File: src/rtl/cpmath_pkg.sv
// Shared load-size encodings, buffer defaults and entry layout for the writeback path.
package cpmath_pkg;

  typedef enum logic [1:0] {
    LS_BYTE = 2'b00,
    LS_HALF = 2'b01,
    LS_WORD = 2'b10,
    LS_RSVD = 2'b11
  } ld_size_e;

  localparam int LD_DEPTH_DEFAULT = 4;

  typedef struct packed {
    logic [4:0]  dest;
    logic [31:0] data;
  } wb_entry_t;

endpackage

File: src/rtl/load_align.sv
// Lane select, sign/zero extension and legality check for a raw little-endian load word.
module load_align
  import cpmath_pkg::*;
(
  input  logic [31:0] ld_word,
  input  logic [1:0]  ld_addr_lo,
  input  logic [1:0]  ld_size,
  input  logic        ld_signed,
  output logic [31:0] ld_data,
  output logic        ld_reject
);

  logic [7:0]  byte_lane;
  logic [15:0] half_lane;

  always_comb begin
    byte_lane = 8'h00;
    half_lane = 16'h0000;
    ld_data   = 32'h0000_0000;
    ld_reject = 1'b0;

    case (ld_addr_lo)
      2'd0:    byte_lane = ld_word[7:0];
      2'd1:    byte_lane = ld_word[15:8];
      2'd2:    byte_lane = ld_word[23:16];
      default: byte_lane = ld_word[31:24];
    endcase
    half_lane = ld_addr_lo[1] ? ld_word[31:16] : ld_word[15:0];

    case (ld_size_e'(ld_size))
      LS_BYTE: ld_data = {{24{ld_signed & byte_lane[7]}}, byte_lane};
      LS_HALF: begin
        ld_data   = {{16{ld_signed & half_lane[15]}}, half_lane};
        ld_reject = ld_addr_lo[0];
      end
      LS_WORD: begin
        ld_data   = ld_word;
        ld_reject = (ld_addr_lo != 2'b00);
      end
      default: ld_reject = 1'b1;
    endcase
  end

endmodule

File: src/rtl/writeback_unit.sv
// Register-file writeback arbiter: ALU results win, aligned loads wait in a small FIFO
// that is forced to drain once full.
module writeback_unit
  import cpmath_pkg::*;
#(
  parameter int LD_DEPTH = LD_DEPTH_DEFAULT
) (
  input  logic        clk,
  input  logic        reset,
  input  logic        alu_valid,
  output logic        alu_ready,
  input  logic [4:0]  alu_dest,
  input  logic [31:0] alu_data,
  input  logic        ld_valid,
  output logic        ld_ready,
  input  logic [4:0]  ld_dest,
  input  logic [31:0] ld_word,
  input  logic [1:0]  ld_addr_lo,
  input  logic [1:0]  ld_size,
  input  logic        ld_signed,
  output logic        regWrite,
  output logic [4:0]  writeReg,
  output logic [31:0] writeData,
  output logic [31:0] ld_pending,
  output logic        load_err
);

  localparam int PW = $clog2(LD_DEPTH);
  localparam int CW = PW + 1;
  localparam logic [CW-1:0] DEPTH_C = CW'(LD_DEPTH);

  logic [CW-1:0] count_q, count_d;
  logic [PW-1:0] rd_ptr_q, rd_ptr_d;
  logic [PW-1:0] wr_ptr_q, wr_ptr_d;
  logic          reg_write_q, reg_write_d;
  logic [4:0]    write_reg_q, write_reg_d;
  logic [31:0]   write_data_q, write_data_d;
  logic          load_err_q, load_err_d;
  wb_entry_t     fifo_q [LD_DEPTH];

  logic [31:0]   ld_aligned;
  logic          ld_reject;
  logic          has_room;
  logic          alu_fire, ld_fire, push, pop;
  wb_entry_t     sel;
  logic [31:0]   pend;
  logic [PW-1:0] slot;

  load_align u_align (
    .ld_word    (ld_word),
    .ld_addr_lo (ld_addr_lo),
    .ld_size    (ld_size),
    .ld_signed  (ld_signed),
    .ld_data    (ld_aligned),
    .ld_reject  (ld_reject)
  );

  always_comb begin
    has_room  = (count_q < DEPTH_C);
    alu_ready = has_room;
    ld_ready  = has_room;
    alu_fire  = alu_valid & has_room;
    ld_fire   = ld_valid & has_room;
    push      = ld_fire & ~ld_reject;
    // A full buffer blocks the ALU, so the head always gets a slot here.
    pop       = ~alu_fire & (count_q != '0);
    sel       = alu_fire ? wb_entry_t'({alu_dest, alu_data}) : fifo_q[rd_ptr_q];

    reg_write_d  = (alu_fire | pop) & (sel.dest != 5'd0);
    write_reg_d  = reg_write_d ? sel.dest : write_reg_q;
    write_data_d = reg_write_d ? sel.data : write_data_q;
    load_err_d   = ld_fire & ld_reject;

    count_d  = count_q + CW'(push) - CW'(pop);
    wr_ptr_d = push ? wr_ptr_q + PW'(1) : wr_ptr_q;
    rd_ptr_d = pop  ? rd_ptr_q + PW'(1) : rd_ptr_q;
  end

  always_comb begin
    pend = 32'h0000_0000;
    slot = '0;
    for (int i = 0; i < LD_DEPTH; i++) begin
      slot = rd_ptr_q + PW'(i);
      if (CW'(i) < count_q) pend[fifo_q[slot].dest] = 1'b1;
    end
    pend[0] = 1'b0;
  end

  always_ff @(posedge clk) begin
    if (reset) begin
      count_q      <= '0;
      rd_ptr_q     <= '0;
      wr_ptr_q     <= '0;
      reg_write_q  <= 1'b0;
      write_reg_q  <= 5'd0;
      write_data_q <= 32'h0000_0000;
      load_err_q   <= 1'b0;
    end else begin
      count_q      <= count_d;
      rd_ptr_q     <= rd_ptr_d;
      wr_ptr_q     <= wr_ptr_d;
      reg_write_q  <= reg_write_d;
      write_reg_q  <= write_reg_d;
      write_data_q <= write_data_d;
      load_err_q   <= load_err_d;
    end
  end

  // Storage needs no reset: entries are only visible below count_q.
  always_ff @(posedge clk) begin
    if (!reset && push) fifo_q[wr_ptr_q] <= {ld_dest, ld_aligned};
  end

  assign regWrite   = reg_write_q;
  assign writeReg   = write_reg_q;
  assign writeData  = write_data_q;
  assign load_err   = load_err_q;
  assign ld_pending = pend;

endmodule

File: config.mk
export PLATFORM = sky130hd
export DESIGN_NAME = writeback_unit
export DESIGN_NICKNAME = d
export VERILOG_FILES = /design/src/rtl/cpmath_pkg.sv /design/src/rtl/load_align.sv /design/src/rtl/writeback_unit.sv
export SDC_FILE = /design/constraint.sdc
export NUM_CORES = 1
export LEC_CHECK = 0
export CAP_MARGIN = 20
export CORE_UTILIZATION = 40
export DETAILED_ROUTE_END_ITERATION = 10
export PLACE_DENSITY_LB_ADDON = 0.08
export REMOVE_ABC_BUFFERS = 1
export SYNTH_ARGS = -nofsm -noshare
export SYNTH_HDL_FRONTEND = slang
export SYNTH_HIERARCHICAL = 1
export SYNTH_SLANG_ARGS = --single-unit
File: constraint.sdc
create_clock -name clk -period 7.4 [get_ports clk]
set_clock_uncertainty 0.1 [all_clocks]
set_input_delay 1.48 -clock clk [delete_from_list [all_inputs] [get_ports clk]]
set_output_delay 1.48 -clock clk [all_outputs]
set_load 0.02 [all_outputs]
Yosys cells after proc, flatten, opt, wreduce, memory -nomap -nowiden
Memory sizes are Yosys's and may differ from the RTL's. A register that Yosys moved wholly into a read port is not among the register bits.
Cells that the tools add are included.
Storage, ports and cells
  flip-flop bits (word level): 46
  bits in writable memories: 148
  bits of input ports: 83
  word-level logic and storage cells: 77
  memories kept: 1
Memories
  fifo_q: words 4, width 37, rd ports 4, clocked after memory_dff 1, wr ports 1, RTL line writeback_unit.sv:39  | wb_entry_t fifo_q [LD_DEPTH];
Cells by class
  $add $sub $neg: 6
  order comparisons: 13
  equal/unequal tests: 4
  muxes and demuxes: 21
  bitwise operators: 14
  reduce and logical (&&, ||, !) cells: 11
Operators by type and width (number)
  $mux W32: 4
  $or A32 B32 Y32: 3
  $pmux W32 S3: 1
  $mux W37: 1
  $lt A5 B6 Y1 const B: 4
  $pmux W8 S3: 1
  $demux W1 S5: 4
  $ge A5 B1 Y1 const B: 4
  $mux W16: 1
  $and A1 B1 Y1: 8
  $lt A1 B3 Y1 const A: 2
  $lt A2 B3 Y1 const A: 2
  $mux W1: 6
  $logic_and A1 B1 Y1: 5
  $reduce_bool A5 Y1: 1
  $add A2 B1 Y2 const B: 2
  $add A2 B2 Y2 const B: 2
  $eq A2 B1 Y1 const B: 2
  $eq A2 B2 Y1 const B: 2
  $logic_not A2 Y1: 2
  $mux W2: 2
  $add A3 B1 Y3: 1
  $lt A3 B3 Y1 const B: 1
  $pmux W1 S3: 1
  other kinds (6): 7

Logic depth before layout (Yosys ltp)
Gate-level depths: netlist of run 1.
An unclocked memory read counts as a cell.
  word-level depth: 12
  gate-level depth with buffers: 14

Hierarchy
The synthesis of run 1 kept the hierarchy.
By module, submodules not included
  writeback_unit: instances 1, cells each 630, area an instance 9405.3 um^2, sequential area each 5405.2 um^2
  load_align: instances 1, cells each 99, area an instance 730.7 um^2, sequential area each 0.0 um^2

Worst setup path after synthesis of run 1
No wires, ideal clock.
  path kind: in2reg
  from: input port ld_addr_lo[1]
  to: memory fifo_q[1][0] (netlist bit) (enable)
  arrival: 3.478 ns
  data required time: 6.902 ns
  path slack: 3.424 ns
  stages on the path: 8
  buffers on the path: 3
  cell sequence: buf_4 > buf_2 > o21ai_0 > a21oi_1 > inv_1 > and3_1 > clkbuf_1 > and3_1
Between the ends
  longest elaborated chain between the ends: 7
Ends and longest elaborated chain
  start, declared: RTL line writeback_unit.sv:18  | input logic [1:0] ld_addr_lo,
  $reduce_bool A2 Y1: RTL line load_align.sv:38  | ld_reject = (ld_addr_lo != 2'b00);
  $pmux W1 S3: RTL line load_align.sv:30  | case (ld_size_e'(ld_size))
  via ld_reject: RTL line writeback_unit.sv:42  | logic ld_reject;
  $not A1 Y1: RTL line writeback_unit.sv:64  | push = ld_fire & ~ld_reject;
  $and A1 B1 Y1: RTL line writeback_unit.sv:64
  $logic_and A1 B1 Y1: RTL line writeback_unit.sv:111  | if (!reset && push) fifo_q[wr_ptr_q] <= {ld_dest, ld_aligned};
  $mux W1: RTL line writeback_unit.sv:111
  $mux W1 (not written as such): RTL line writeback_unit.sv:111
  end, declared: RTL line writeback_unit.sv:39
The timed path passes the listed nets, and every way through them passes these cells.

Worst setup path after layout of run 1
  from: register rd_ptr_q[0]
  to: output port ld_pending[16]
Between the ends
  longest elaborated chain between the ends: 12
  elaborated cells on any way between the ends: 25
  classes of those cells: add/sub: 3; order compare: 6; mux: 9; bitwise: 3; reduce/logical: 3; memory: 1
Ends and longest elaborated chain
  start, declared: RTL line writeback_unit.sv:33  | logic [PW-1:0] rd_ptr_q, rd_ptr_d;
  start signal, assigned: RTL line writeback_unit.sv:100  | rd_ptr_q <= rd_ptr_d;
  $add A2 B1 Y2: RTL line writeback_unit.sv:83  | slot = rd_ptr_q + PW'(i);
  $mem_v2 Z4 W37 *
  $lt A5 B6 Y1 (not written as such) or $ge A5 B1 Y1 (tied branches): RTL line writeback_unit.sv:84  | if (CW'(i) < count_q) pend[fifo_q[slot].dest] = 1'b1;
  $logic_and A1 B1 Y1 (not written as such): RTL line writeback_unit.sv:84
  $mux W1 (not written as such): RTL line writeback_unit.sv:84
  $demux W1 S5: RTL line writeback_unit.sv:84
  $or A32 B32 Y32 (no source line)
  $mux W32: RTL line writeback_unit.sv:84
  $or A32 B32 Y32 (no source line)
  $mux W32: RTL line writeback_unit.sv:84
  $or A32 B32 Y32 (no source line)
  $mux W32 *: RTL line writeback_unit.sv:84
  end, declared: RTL line writeback_unit.sv:24  | output logic [31:0] ld_pending,
Mark *: on every way between the ends. The rest lies on a longest branch, timed or not.

==> tab_implementation.tex, run 1 <==
\begin{tabular}{lr}
\hline
Metric & Value \\
\hline
\multicolumn{2}{l}{\textbf{Status}} \\
\quad Outcome & completed \\
\multicolumn{2}{l}{\textbf{Placed design}} \\
\quad Routability-driven placement congestion ratio & roughly 0.85 \\
\quad Post-Place Cell Area & around 12000 µm² \\
\quad Number of I/O port buffers & $\sim$150 \\
\quad DP HPWL & 19.2 mm \\
\multicolumn{2}{l}{\textbf{STA}} \\
\quad Post-route minimum period & 5.18 ns \\
\quad Setup repair after global routing missed its margin & false \\
\quad Worst Tran Pin Value & 1.07 ns \\
\quad Hold WS & 0.386 ns \\
\quad Number of failing hold endpoints at the final stage & 0 \\
\quad Highest achievable clock rate & 193 MHz \\
\quad Setup TNS Final & 0 ns \\
\quad Max-slew violations & 0 \\
\quad Final setup violation count & 0 \\
\quad Ratio of final minimum period to clock period & between 60\% and 70\% \\
\quad Headroom to the max-slew limit & 28.4\% \\
\multicolumn{2}{l}{\textbf{Global route}} \\
\quad Wire length of the first global-routing pass & 42.8 mm \\
\quad Total routing resource utilization after global routing & between 20\% and 30\% \\
\quad Vias in the first global route & 7071 \\
\quad Grt ovf & 0 \\
\quad Pin count of the biggest net entering global routing & 42 \\
\quad Number of antenna violations at the first check in global routing & 0 \\
\multicolumn{2}{l}{\textbf{Synthesis}} \\
\quad Cell area after technology mapping & 10100 µm² \\
\quad Fraction of the yosys area taken by sequential cells & a little over half \\
\quad Yosys warning total & 6 \\
\quad Primary FF master, synth & sky130\_fd\_sc\_hd\_\_edfxtp\_1 \\
\quad Number of instances in the synthesized netlist & approximately 730 \\
\quad Mapped Avg Cell Area & between 10 and 15 µm² \\
\quad \#FFs+latches synth & around 200 \\
\quad Number of unique standard cell types used by synthesis & 63 \\
\quad Number of enable flip-flop cells after synthesis & 148 \\
\quad Async S/R FF share, synth & 0\% \\
\multicolumn{2}{l}{\textbf{Power and ir drop}} \\
\quad Pleak & 4.45 nW \\
\quad Maximum ir drop on the vdd rail & approximately 0.16 mV \\
\quad Overall power consumption & between 4 and 5 mW \\
\quad Power density cells & around 320 nW/µm² \\
\multicolumn{2}{l}{\textbf{Critical path}} \\
\quad Crit end category & primary output \\
\quad Arr. time, crit path & about 3.6 ns \\
\quad R2R Path Start & count\_q[2] \\
\quad Nature of the critical path startpoint & flop \\
\quad Top fanout value on the critical path & 17 \\
\quad Most prevalent standard cell on the critical path & sky130\_fd\_sc\_hd\_\_mux2\_2 \\
\quad Highest cell delay on the worst timing path & about 0.85 ns \\
\quad Type of the setup path with the least slack & flop to primary output \\
\quad Critical-path cell with the highest stage delay & sky130\_fd\_sc\_hd\_\_dfxtp\_1 \\
\quad Chain of cells forming the critical path & mux2\_2 -> mux2\_2 -> nor2\_1 -> a221o\_1 -> clkdlybuf4s50\_1 \\
\quad Critical Path RT & 5.82 ns \\
\quad Critical path origin & rd\_ptr\_q[0] \\
\multicolumn{2}{l}{\textbf{Floorplan}} \\
\quad Die area & 26000 µm² \\
\quad Initial Utilization & 41.2\% \\
\quad Vert. Die Dim & between 150 and 200 µm \\
\quad Number of primary I/O pins & 156 \\
\quad Area of the core & around 25000 µm² \\
\quad Placement row count & 57 \\
\quad Die width & between 150 and 200 µm \\
\multicolumn{2}{l}{\textbf{Clock network}} \\
\quad Clock Latency Late Sink & 0.44 ns \\
\quad Number of H-tree levels & 4 \\
\quad Worst-path clk slew & $\sim$0.090 ns \\
\quad Clock buffer depth & 2 \\
\quad Total number of clock tree sinks & between 150 and 200 \\
\quad CTS resizes & 0 \\
\quad Hold-fix buffers, CTS & 0 \\
\quad Clk Tree Root Cell & sky130\_fd\_sc\_hd\_\_clkbuf\_16 \\
\quad Number of buffers added for setup after CTS & 0 \\
\quad Clock tree from TritonCTS & done \\
\quad Inserted Clock Buffers & 17 \\
\multicolumn{2}{l}{\textbf{Route}} \\
\quad Number of routed nets with antenna violations & 0 \\
\quad Drt first-iter violations & approximately 510 \\
\quad DRT Wirelength & roughly 28 mm \\
\quad Wire length per cell after detailed routing & 23.3 µm \\
\quad Vias per cell & roughly 5.9 \\
\quad Remaining routing DRC violations & 0 \\
\quad Vias after detailed routing & approximately 7000 \\
\quad Number of iterations in the first detailed-routing pass & 5 \\
\multicolumn{2}{l}{\textbf{Finish}} \\
\quad Core occupancy in the finished layout & about half \\
\quad Layout cell share with drive strength beyond 1 & between 10\% and 20\% \\
\quad Sequential cell area & $\sim$5400 µm² \\
\quad Fin nets & between 900 and 1000 \\
\quad Post-route standard cell area excluding fillers & approximately 13000 µm² \\
\quad Area taken by multi-input logic gates & around 4400 µm² \\
\quad Count of filler cells inserted in the layout & about 2100 \\
\quad Antenna cell count & 0 \\
\quad Leading cell types in the layout, fill and taps excluded & sky130\_fd\_sc\_hd\_\_clkdlybuf4s50\_1 (154), sky130\_fd\_sc\_hd\_\_edfxtp\_1 (148), sky130\_fd\_sc\_hd\_\_mux2i\_1 (64), sky130\_fd\_sc\_hd\_\_dfxtp\_1 (46) \\
\quad Area growth from synthesis to layout & 24.0\% \\
\quad Leading cell type in the layout, fill and taps excluded & sky130\_fd\_sc\_hd\_\_clkdlybuf4s50\_1 \\
\multicolumn{2}{l}{\textbf{Worst hold path}} \\
\quad Class of the tightest hold or removal check & flop to flop \\
\quad HP Start & writeReg[1] \\
\multicolumn{2}{l}{\textbf{Flow run}} \\
\quad Max-cap violations & 0 \\
\hline
\end{tabular}
## final timing paths
check | endpoint | slack, ns | cells past startpoint
setup / recovery | ld_pending[16] | 2.22 | 5
hold / removal | writeReg[1] | 0.39 | 2
setup reg to reg | writeData[21] | 4.02 | 7
hold reg to reg | writeReg[1] | 0.39 | 2
## worst max-delay path, delay by kind of cell (launching register included)
kind | cells | cell delay, ns
and+or+nand+nor | 1 | 0.64
buffers and inverters | 1 | 0.62
muxes | 2 | 0.73
AOI/OAI and AO/OA | 1 | 0.31
DFF | 1 | 0.85
## routing by layer
layer | global-route usage (%) | wire length (µm) | up-vias | part of all wire [%]
li1 | - | - | 3209 | -
met1 | 30.7 | 12900 | 3557 | 47
met2 | 35.9 | 13200 | 231 | 48
met3 | 3.85 | 1400 | 18 | 5.0
met4 | 4.37 | 263 | 0 | 0.95
met5 | 0 | 0 | - | 0
## final cells by class
cell class	count	share of cell area [%]
sequential	196	43.0
timing repair buffer	166	13.3
tap	324	3.22
inverter	13	0.388
clock inverter	15	1.78
multi-input combinational	465	34.9
clock buffer	17	3.38
## stage by stage
step / instances / setup slack [ns]
after CTS: 1193 / 2.23
after global routing: 1196 / 1.96
after floorplan: 674 / 2.02
after global placement: 1160 / 2.48
final: 1196 / 2.22
after detailed placement: 1161 / 2.38
## registers in the layout (all words and copies together), names as in the netlist, named ones only
signal,flops
count_q,3
fifo_q,148
load_err,1
rd_ptr_q,2
regWrite,1
wr_ptr_q,2
writeData,32
writeReg,5
## synth_stat cells, drive strengths merged (2+ instances only)
cell type  count  area (µm²)
nor4b          3        38.8
mux2          19         214
edfxtp       148        4440
o41ai         35         532
o2bb2ai        7        61.3
inv           12        45.0
nand3b         2        15.0
or2            3        18.8
and2           3        18.8
ha             8         100
and3           5        31.3
a21oi         42         214
nor2b          9        56.3
clkbuf        18        68.8
nor2          38         145
dfxtp         48         961
nand2         35         131
nor3           7        51.3
nor4           3        33.8
o21ai         13        65.1
mux4          41         923
buf           37         270
mux2i         65         663
nand2b        11        68.8
o22ai         32         200
a221o         30         300
a211o         25         219
nand3          3        15.0
nor3b          6        50.1
xor2           2        17.5
## cell families after synthesis
family	synth area share [%]
other	0.0370
adder cells (fa/ha/maj)	1.19
AO/OA/AOI/OAI	16.5
multiplexers	17.8
buffers and inverters	3.83
XOR/XNOR	0.259
flip-flops	53.3
AND/OR/NAND/NOR	7.14
## report_power, final
| group | switching [mW] | internal [mW] |
|---|---|---|
| sequential | 0.113 | 1.30 |
| clock | 0.508 | 0.479 |
| combinational | 0.943 | 0.683 |
| total | 1.56 | 2.46 |
Note: power is estimated with default switching activity, not from simulation.
==> run 2: changes to the inputs <==
==> constraint.sdc (replaced) <==
create_clock -name clk -period 4.98 [get_ports clk]
set_clock_uncertainty 0.1 [all_clocks]
set_input_delay 0.996 -clock clk [delete_from_list [all_inputs] [get_ports clk]]
set_output_delay 0.996 -clock clk [all_outputs]
set_load 0.02 [all_outputs]
==> run 2 against run 1 <==
Net effect: clock power rose by 34%; wire length rose by 1.5%; critical path type unchanged; sequential share of layout area is 0.094 points higher; highest routed layer unchanged; combinational power up 51%; register-to-register slack got worse by 1.8 ns; via count rose by 0.70%; die area is the same; total power grew 46%; clock-buffer cell count unchanged; utilization decreased by 0.11 points; non-clock buffer count up 6; final cell count grew 0.42%.
==> tab_implementation.tex, run 2 (synthesis results as in run 1) <==
\begin{tabular}{lr}
\hline
Metric & Value \\
\hline
\multicolumn{2}{l}{\textbf{Route}} \\
\quad DRT Wirelength & 28.2 mm (+1.5\%) \\
\quad Vias per cell & 5.88 (+0.28\%) \\
\quad Remaining routing DRC violations & 0 (unchanged) \\
\quad Wire length per cell after detailed routing & 23.5 µm (+1.0\%) \\
\quad Vias after detailed routing & 7064 (+0.70\%) \\
\quad Number of iterations in the first detailed-routing pass & 6 (+1) \\
\quad Number of routed nets with antenna violations & 0 (unchanged) \\
\quad Drt first-iter violations & 462 (-8.9\%) \\
\multicolumn{2}{l}{\textbf{Finish}} \\
\quad Flip-flop count of the largest register, all copies and words added & 148 (unchanged) \\
\quad Leading cell type in the layout, fill and taps excluded & sky130\_fd\_sc\_hd\_\_clkdlybuf4s50\_1 \\
\quad Fin nets & 957 (+0.63\%) \\
\quad Count of filler cells inserted in the layout & 2133 (+1.5\%) \\
\quad Non-Filler Instances & 1201 (+0.42\%) \\
\quad Antenna cell count & 0 (unchanged) \\
\quad Register name with the most flops & fifo\_q \\
\quad Leading cell types in the layout, fill and taps excluded & sky130\_fd\_sc\_hd\_\_clkdlybuf4s50\_1 (154), sky130\_fd\_sc\_hd\_\_edfxtp\_1 (148), sky130\_fd\_sc\_hd\_\_mux2i\_1 (64), sky130\_fd\_sc\_hd\_\_dfxtp\_1 (46) \\
\quad Layout cell share with drive strength beyond 1 & 18.6\% (+0.35 points) \\
\quad Area growth from synthesis to layout & 23.8\% \\
\multicolumn{2}{l}{\textbf{STA}} \\
\quad Worst Tran Pin Value & 1.07 ns (-0.00107 ns) \\
\quad Max-slew violations & 0 (unchanged) \\
\quad Final setup violation count & 0 (unchanged) \\
\quad Number of failing hold endpoints at the final stage & 0 (unchanged) \\
\quad Headroom to the max-slew limit & 28.4\% (+0.071 points) \\
\quad Hold WS & 0.378 ns (-0.00781 ns) \\
\quad Highest achievable clock rate & approximately 220 MHz \\
\quad Ratio of final minimum period to clock period & about nine tenths \\
\quad Setup repair after global routing missed its margin & false \\
\quad Post-route minimum period & between 4 and 5 ns \\
\quad Setup TNS Final & 0 ns (unchanged) \\
\multicolumn{2}{l}{\textbf{Clock network}} \\
\quad Clk Tree Root Cell & sky130\_fd\_sc\_hd\_\_clkbuf\_16 \\
\quad Number of buffers added for setup after CTS & 0 (unchanged) \\
\quad Number of H-tree levels & 4 (unchanged) \\
\quad Worst-path clk slew & 0.07 ns (-0.02 ns) \\
\quad Clock Latency Late Sink & 0.42 ns (-0.02 ns) \\
\quad Inserted Clock Buffers & 17 (unchanged) \\
\quad Total number of clock tree sinks & 196 (unchanged) \\
\quad Hold-fix buffers, CTS & 0 (unchanged) \\
\quad CTS resizes & 0 (unchanged) \\
\quad Clock buffer depth & 2 (unchanged) \\
\quad Clock tree from TritonCTS & done \\
\multicolumn{2}{l}{\textbf{Critical path}} \\
\quad Crit end category & primary output \\
\quad Type of the setup path with the least slack & flop to primary output \\
\quad Critical Path RT & 3.88 ns (-1.94 ns) \\
\quad Nature of the critical path startpoint & flop \\
\quad Top fanout value on the critical path & 14 (-3) \\
\quad Arr. time, crit path & 3.47 ns (-0.13 ns) \\
\multicolumn{2}{l}{\textbf{Global route}} \\
\quad Grt met3 use & 3.08\% (-0.77 points) \\
\quad Number of antenna violations at the first check in global routing & 0 (unchanged) \\
\quad Gr busiest metal & met2 \\
\quad Met2 layer usage reported by global route & 36.6\% (+0.69 points) \\
\quad Total routing resource utilization after global routing & 22.1\% (+0.14 points) \\
\quad Grt ovf & 0 (unchanged) \\
\quad Met1 track demand over resource in global routing & 30.5\% (-0.11 points) \\
\quad Wire length of the first global-routing pass & 43.4 mm (+1.5\%) \\
\quad Pin count of the biggest net entering global routing & 38 (-9.5\%) \\
\quad Vias in the first global route & 7236 (+2.3\%) \\
\multicolumn{2}{l}{\textbf{Placed design}} \\
\quad Count of placed standard cells including taps & 1167 (+0.52\%) \\
\quad DP HPWL & 19.7 mm (+2.9\%) \\
\quad Number of I/O port buffers & 154 (unchanged) \\
\quad Routability-driven placement congestion ratio & 0.876 (+3.6\%) \\
\multicolumn{2}{l}{\textbf{Power and ir drop}} \\
\quad Power density cells & 467 nW/µm² (+46\%) \\
\quad Pleak & 4.44 nW (-0.18\%) \\
\quad Maximum ir drop on the vdd rail & 0.201 mV (+27\%) \\
\multicolumn{2}{l}{\textbf{Worst hold path}} \\
\quad Class of the tightest hold or removal check & flop to flop \\
\multicolumn{2}{l}{\textbf{Status}} \\
\quad Outcome & completed \\
\multicolumn{2}{l}{\textbf{Floorplan}} \\
\quad Vert. Die Dim & 161 µm (unchanged) \\
\quad Die width & 161 µm (unchanged) \\
\quad Number of primary I/O pins & 156 (unchanged) \\
\quad Placement row count & 57 (unchanged) \\
\quad Initial Utilization & 41.2\% (unchanged) \\
\quad Area of the core & 24600 µm² (unchanged) \\
\quad Die area & 26000 µm² (unchanged) \\
\multicolumn{2}{l}{\textbf{Flow run}} \\
\quad Max-cap violations & 0 (unchanged) \\
\hline
\end{tabular}
-- run 2: power by group --
group | total, mW | internal [mW] | switching [mW]
Combinational | 2.46 | 1.04 | 1.42
Clock | 1.32 | 0.664 | 0.652
Sequential | 2.09 | 1.93 | 0.161
Total | 5.86 | 3.63 | 2.23
-- run 2: layout make-up --
cell class / instances / area [µm²] / share of cell area (%)
multi-input cells: 465 / 4390 / 35.0
repair buffers: 172 / 1730 / 13.8
clock buffers: 17 / 425 / 3.39
flip-flops and latches: 196 / 5410 / 43.1
well taps: 324 / 405 / 3.23
clock inverters: 14 / 138 / 1.10
inverters: 13 / 48.8 / 0.389
-- run 2: final timing paths --
kind,to,startpoint,slack [ns],depth (start not counted)
worst max-delay path,ld_pending[3],rd_ptr_q[0],0.42,6
worst min-delay path,writeReg[1],writeReg[1],0.38,2
worst max register to register,writeData[21],count_q[2],2.24,7
worst min register to register,writeReg[1],writeReg[1],0.38,2
-- run 2: per-stage QoR --
stage | power, mW | utilization [%] | cell area [µm²] | setup slack, ns
6_report | 5.86 | 51.0 | 12500 | 0.418
5_1_grt | 6.13 | 51.0 | 12500 | 0.265
4_1_cts | 5.90 | 50.8 | 12500 | 0.439
3_5_place_dp | 4.58 | 48.5 | 11900 | 0.924
3_3_place_gp | 4.54 | 48.5 | 11900 | 0.940
2_1_floorplan | 3.61 | - | 9800 | 0.0867
-- run 2: worst max-delay path, cell delays in order, from the launching register on --
cell and delay, ns:
sky130_fd_sc_hd__dfxtp_1 0.73, sky130_fd_sc_hd__buf_4 0.26, sky130_fd_sc_hd__mux2_2 0.36, sky130_fd_sc_hd__mux2_2 0.30
sky130_fd_sc_hd__nor3_1 0.52, sky130_fd_sc_hd__a221o_1 0.26, sky130_fd_sc_hd__clkdlybuf4s50_1 0.60
-- run 2: metal layers --
metal / vias up / wire [µm]
met5: - / 0
met4: 0 / 210
met3: 17 / 1490
met2: 258 / 13400
met1: 3569 / 13100
li1: 3220 / -
==> run 3: changes to the inputs <==
--- a/config.mk
+++ b/config.mk
@@ -5,7 +5,10 @@
 export SDC_FILE = /design/constraint.sdc
 export NUM_CORES = 1
 export LEC_CHECK = 0
+export ABC_AREA = 1
 export CAP_MARGIN = 20
+export CELL_PAD_IN_SITES_DETAIL_PLACEMENT = 0
+export CELL_PAD_IN_SITES_GLOBAL_PLACEMENT = 1
 export CORE_UTILIZATION = 40
 export DETAILED_ROUTE_END_ITERATION = 10
 export PLACE_DENSITY_LB_ADDON = 0.08
==> run 3 against run 2 <==
Net effect: final cell count grew 44%; via count grew 28%; sequential power about the same; highest routed layer unchanged; largest cell class unchanged; setup slack worse by 0.12 ns; first-iteration DRC count is 79% higher; sequential share of layout area down 1.0 points; sequential cell count is the same; critical path type unchanged; register-to-register slack lost 0.11 ns; critical endpoint is now ld_pending[6]; die area up 2.2%; combinational power up 34%.
==> tab_implementation.tex, run 3 <==
\begin{tabular}{lr}
\hline
Metric & Value \\
\hline
\multicolumn{2}{l}{\textbf{Status}} \\
\quad Outcome & completed \\
\multicolumn{2}{l}{\textbf{Floorplan}} \\
\quad Die area & 26600 µm² (+2.2\%) \\
\quad Initial Utilization & 40.9\% (-0.28 points) \\
\quad Area of the core & 25300 µm² (+2.9\%) \\
\quad Placement row count & 58 (+1.8\%) \\
\quad Die width & 163 µm (+1.1\%) \\
\quad Vert. Die Dim & 163 µm (+1.1\%) \\
\quad Number of primary I/O pins & 156 (unchanged) \\
\multicolumn{2}{l}{\textbf{Power and ir drop}} \\
\quad Power density cells & 526 nW/µm² (+13\%) \\
\quad Overall power consumption & 6.76 mW (+15\%) \\
\quad Maximum ir drop on the vdd rail & 0.210 mV (+4.7\%) \\
\quad Pleak & 5.27 nW (+19\%) \\
\multicolumn{2}{l}{\textbf{Clock network}} \\
\quad Clock Latency Late Sink & 0.44 ns (+0.02 ns) \\
\quad Number of H-tree levels & 4 (unchanged) \\
\quad Hold-fix buffers, CTS & 0 (unchanged) \\
\quad Clk Tree Root Cell & sky130\_fd\_sc\_hd\_\_clkbuf\_16 \\
\quad Worst-path clk slew & 0.08 ns (about the same) \\
\quad Total number of clock tree sinks & 196 (unchanged) \\
\quad Clock buffer depth & 2 (unchanged) \\
\quad Inserted Clock Buffers & 17 (unchanged) \\
\quad CTS resizes & 0 (unchanged) \\
\quad Clock tree from TritonCTS & done \\
\quad Number of buffers added for setup after CTS & 0 (unchanged) \\
\multicolumn{2}{l}{\textbf{STA}} \\
\quad Final setup violation count & 0 (unchanged) \\
\quad Number of failing hold endpoints at the final stage & 0 (unchanged) \\
\quad Worst Tran Pin Value & 1.09 ns (+0.0117 ns) \\
\quad Max-slew violations & 0 (unchanged) \\
\quad Headroom to the max-slew limit & 27.7\% (-0.78 points) \\
\quad Setup repair after global routing missed its margin & false \\
\quad Post-route minimum period & 4.68 ns (+0.117 ns) \\
\quad Highest achievable clock rate & 214 MHz (-2.5\%) \\
\quad Worst Slack Setup Final & 0.301 ns (-0.117 ns) \\
\quad Ratio of final minimum period to clock period & 93.9\% (+2.3 points) \\
\multicolumn{2}{l}{\textbf{Finish}} \\
\quad Leading cell types in the layout, fill and taps excluded & sky130\_fd\_sc\_hd\_\_nand2\_1 (303), sky130\_fd\_sc\_hd\_\_nor2\_1 (186), sky130\_fd\_sc\_hd\_\_clkdlybuf4s50\_1 (154), sky130\_fd\_sc\_hd\_\_edfxtp\_1 (148), sky130\_fd\_sc\_hd\_\_nand3\_1 (98) \\
\quad Layout cell share with drive strength beyond 1 & 6.49\% (-12 points) \\
\quad Register name with the most flops & fifo\_q \\
\quad Area growth from synthesis to layout & 23.9\% \\
\quad Flip-flop count of the largest register, all copies and words added & 148 (unchanged) \\
\quad Core occupancy in the finished layout & 50.7\% (-0.28 points) \\
\quad Leading cell type in the layout, fill and taps excluded & sky130\_fd\_sc\_hd\_\_nand2\_1 \\
\quad Fin nets & 1481 (+55\%) \\
\quad Post-route standard cell area excluding fillers & 12800 µm² (+2.4\%) \\
\quad Antenna cell count & 0 (unchanged) \\
\quad Non-Filler Instances & 1732 (+44\%) \\
\multicolumn{2}{l}{\textbf{Placed design}} \\
\quad DP HPWL & 20.8 mm (+5.6\%) \\
\quad Post-Place Cell Area & 12200 µm² (+2.6\%) \\
\quad Count of placed standard cells including taps & 1700 (+46\%) \\
\quad Number of I/O port buffers & 154 (unchanged) \\
\quad Routability-driven placement congestion ratio & 0.949 (+8.3\%) \\
\quad Pre-CTS worst setup slack & 0.673 ns (-0.251 ns) \\
\multicolumn{2}{l}{\textbf{Route}} \\
\quad Remaining routing DRC violations & 0 (unchanged) \\
\quad Wire length per cell after detailed routing & 17.4 µm (-26\%) \\
\quad Number of routed nets with antenna violations & 0 (unchanged) \\
\quad Number of iterations in the first detailed-routing pass & 5 (-1) \\
\quad Vias per cell & 5.23 (-11\%) \\
\quad DRT Wirelength & 30.2 mm (+7.0\%) \\
\quad Drt first-iter violations & 828 (+79\%) \\
\quad Vias after detailed routing & 9054 (+28\%) \\
\multicolumn{2}{l}{\textbf{Critical path}} \\
\quad Crit end category & primary output \\
\quad Arr. time, crit path & 3.58 ns (+0.11 ns) \\
\quad Type of the setup path with the least slack & flop to primary output \\
\quad Critical Path RT & 3.88 ns (about the same) \\
\quad Nature of the critical path startpoint & flop \\
\quad Top fanout value on the critical path & 24 (+10) \\
\multicolumn{2}{l}{\textbf{Synthesis}} \\
\quad Most common cell in the netlist & sky130\_fd\_sc\_hd\_\_nand2\_1 \\
\quad Number of instances in the synthesized netlist & 1257 (+72\%) \\
\quad Post-synthesis share of cell area spent on xor and xnor gates & 0.0845\% (-0.17 points) \\
\quad Synth area leaders & sky130\_fd\_sc\_hd\_\_edfxtp\_1 (43\%), sky130\_fd\_sc\_hd\_\_nand2\_1 (11\%), sky130\_fd\_sc\_hd\_\_dfxtp\_1 (9.3\%) \\
\quad Simple-gate area share of the yosys netlist & 24.5\% (+17 points) \\
\quad Number of enable flip-flop cells after synthesis & 148 (unchanged) \\
\quad Share of the synthesized area in the top cell type & 42.9\% (-0.96 points) \\
\quad Cell area after technology mapping & 10400 µm² (+2.2\%) \\
\quad \#FFs+latches synth & 196 (unchanged) \\
\quad Cell type contributing the most total cell area after synthesis & sky130\_fd\_sc\_hd\_\_edfxtp\_1 \\
\quad Async S/R FF share, synth & 0\% (unchanged) \\
\quad Combinational family with the most area after synthesis & simple AND/OR/NAND/NOR gates \\
\quad Primary FF master, synth & sky130\_fd\_sc\_hd\_\_edfxtp\_1 \\
\quad Synth Area in Compound Gates & 12.1\% (-4.4 points) \\
\quad Mapped Avg Cell Area & 8.24 µm² (-41\%) \\
\quad Number of unique standard cell types used by synthesis & 36 (-43\%) \\
\quad Share of cell area taken by muxes after synthesis & 3.09\% (-15 points) \\
\quad Adder and majority cell fraction of the synthesized area & 1.16\% (-0.026 points) \\
\quad Most instantiated cells after synthesis & sky130\_fd\_sc\_hd\_\_nand2\_1 (304), sky130\_fd\_sc\_hd\_\_nor2\_1 (191), sky130\_fd\_sc\_hd\_\_edfxtp\_1 (148) \\
\quad Yosys warning total & 6 (unchanged) \\
\quad Fraction of the yosys area taken by sequential cells & 52.2\% (-1.2 points) \\
\multicolumn{2}{l}{\textbf{Global route}} \\
\quad Vias in the first global route & 8486 (+17\%) \\
\quad Wire length of the first global-routing pass & 46.8 mm (+7.7\%) \\
\quad Pin count of the biggest net entering global routing & 75 (+97\%) \\
\quad Number of antenna violations at the first check in global routing & 0 (unchanged) \\
\quad Total routing resource utilization after global routing & 23.1\% (+0.98 points) \\
\quad Grt ovf & 0 (unchanged) \\
\multicolumn{2}{l}{\textbf{Worst hold path}} \\
\quad Class of the tightest hold or removal check & flop to flop \\
\multicolumn{2}{l}{\textbf{Flow run}} \\
\quad Max-cap violations & 0 (unchanged) \\
\hline
\end{tabular}
==> run 3: worst max-delay path, stage by stage, from the launching register on <==
cell and delay [ns]:
sky130_fd_sc_hd__dfxtp_1 0.80, sky130_fd_sc_hd__inv_2 0.18, sky130_fd_sc_hd__nand2_2 0.17, sky130_fd_sc_hd__nand2_2 0.19, sky130_fd_sc_hd__o21ai_1 0.41, sky130_fd_sc_hd__inv_2 0.06, sky130_fd_sc_hd__nor2_1 0.30, sky130_fd_sc_hd__nand2_1 0.17
sky130_fd_sc_hd__nor2_1 0.12, sky130_fd_sc_hd__a21oi_1 0.06, sky130_fd_sc_hd__nand3_1 0.11, sky130_fd_sc_hd__clkdlybuf4s50_1 0.60
==> run 3: layout make-up <==
type | instances | area [µm²]
fill | 2464 | 12500
tap | 330 | 413
clock inverter | 13 | 148
multi-input combinational | 890 | 4290
sequential | 196 | 5410
inverter | 109 | 409
timing repair buffer | 175 | 1720
clock buffer | 19 | 453
==> run 3: metrics by stage <==
stage / hold slack [ns] / TNS, ns
2_1_floorplan: 0.394 / -31.67
6_report: 0.366 / 0
4_1_cts: 0.367 / 0
3_3_place_gp: 0.351 / 0
3_5_place_dp: 0.355 / 0
5_1_grt: 0.381 / 0
==> run 3: cell families (layout without fill, tap and decap cells) <==
| group | Yosys count | count (layout) |
|---|---|---|
| other | 1 | 1 |
| multiplexers | 32 | 32 |
| AND/OR/NAND/NOR | 617 | 617 |
| XOR/XNOR | 1 | 1 |
| buffers and inverters | 171 | 316 |
| AO/OA/AOI/OAI | 230 | 230 |
| adder cells (fa/ha/maj) | 9 | 9 |
| flip-flops | 196 | 196 |
==> run 3: worst paths after layout <==
kind,start,end,slack [ns],cells after the start
worst max register to register,flop,writeReg[0],2.13,10
worst max-delay path,rd_ptr_q[0],ld_pending[6],0.30,11
worst min-delay path,writeReg[2],writeReg[2],0.37,2
worst min register to register,writeReg[2],writeReg[2],0.37,2
==> run 3: power by group <==
part	leakage, nW	internal, mW	total (mW)	switching [mW]
Combinational	3.22	1.15	3.29	2.15
Sequential	1.75	1.95	2.07	0.114
Clock	0.293	0.706	1.39	0.689
Total	5.27	3.81	6.76	2.95
==> run 3: per-layer routing <==
metal  GRT usage (%)  wire length [µm]  vias to the layer above
met5               0                 0                        -
met4            7.52               549                        0
li1                -                 -                     4479
met3            3.74              1750                       40
met2            35.8             13700                      286
met1            32.7             14200                     4249
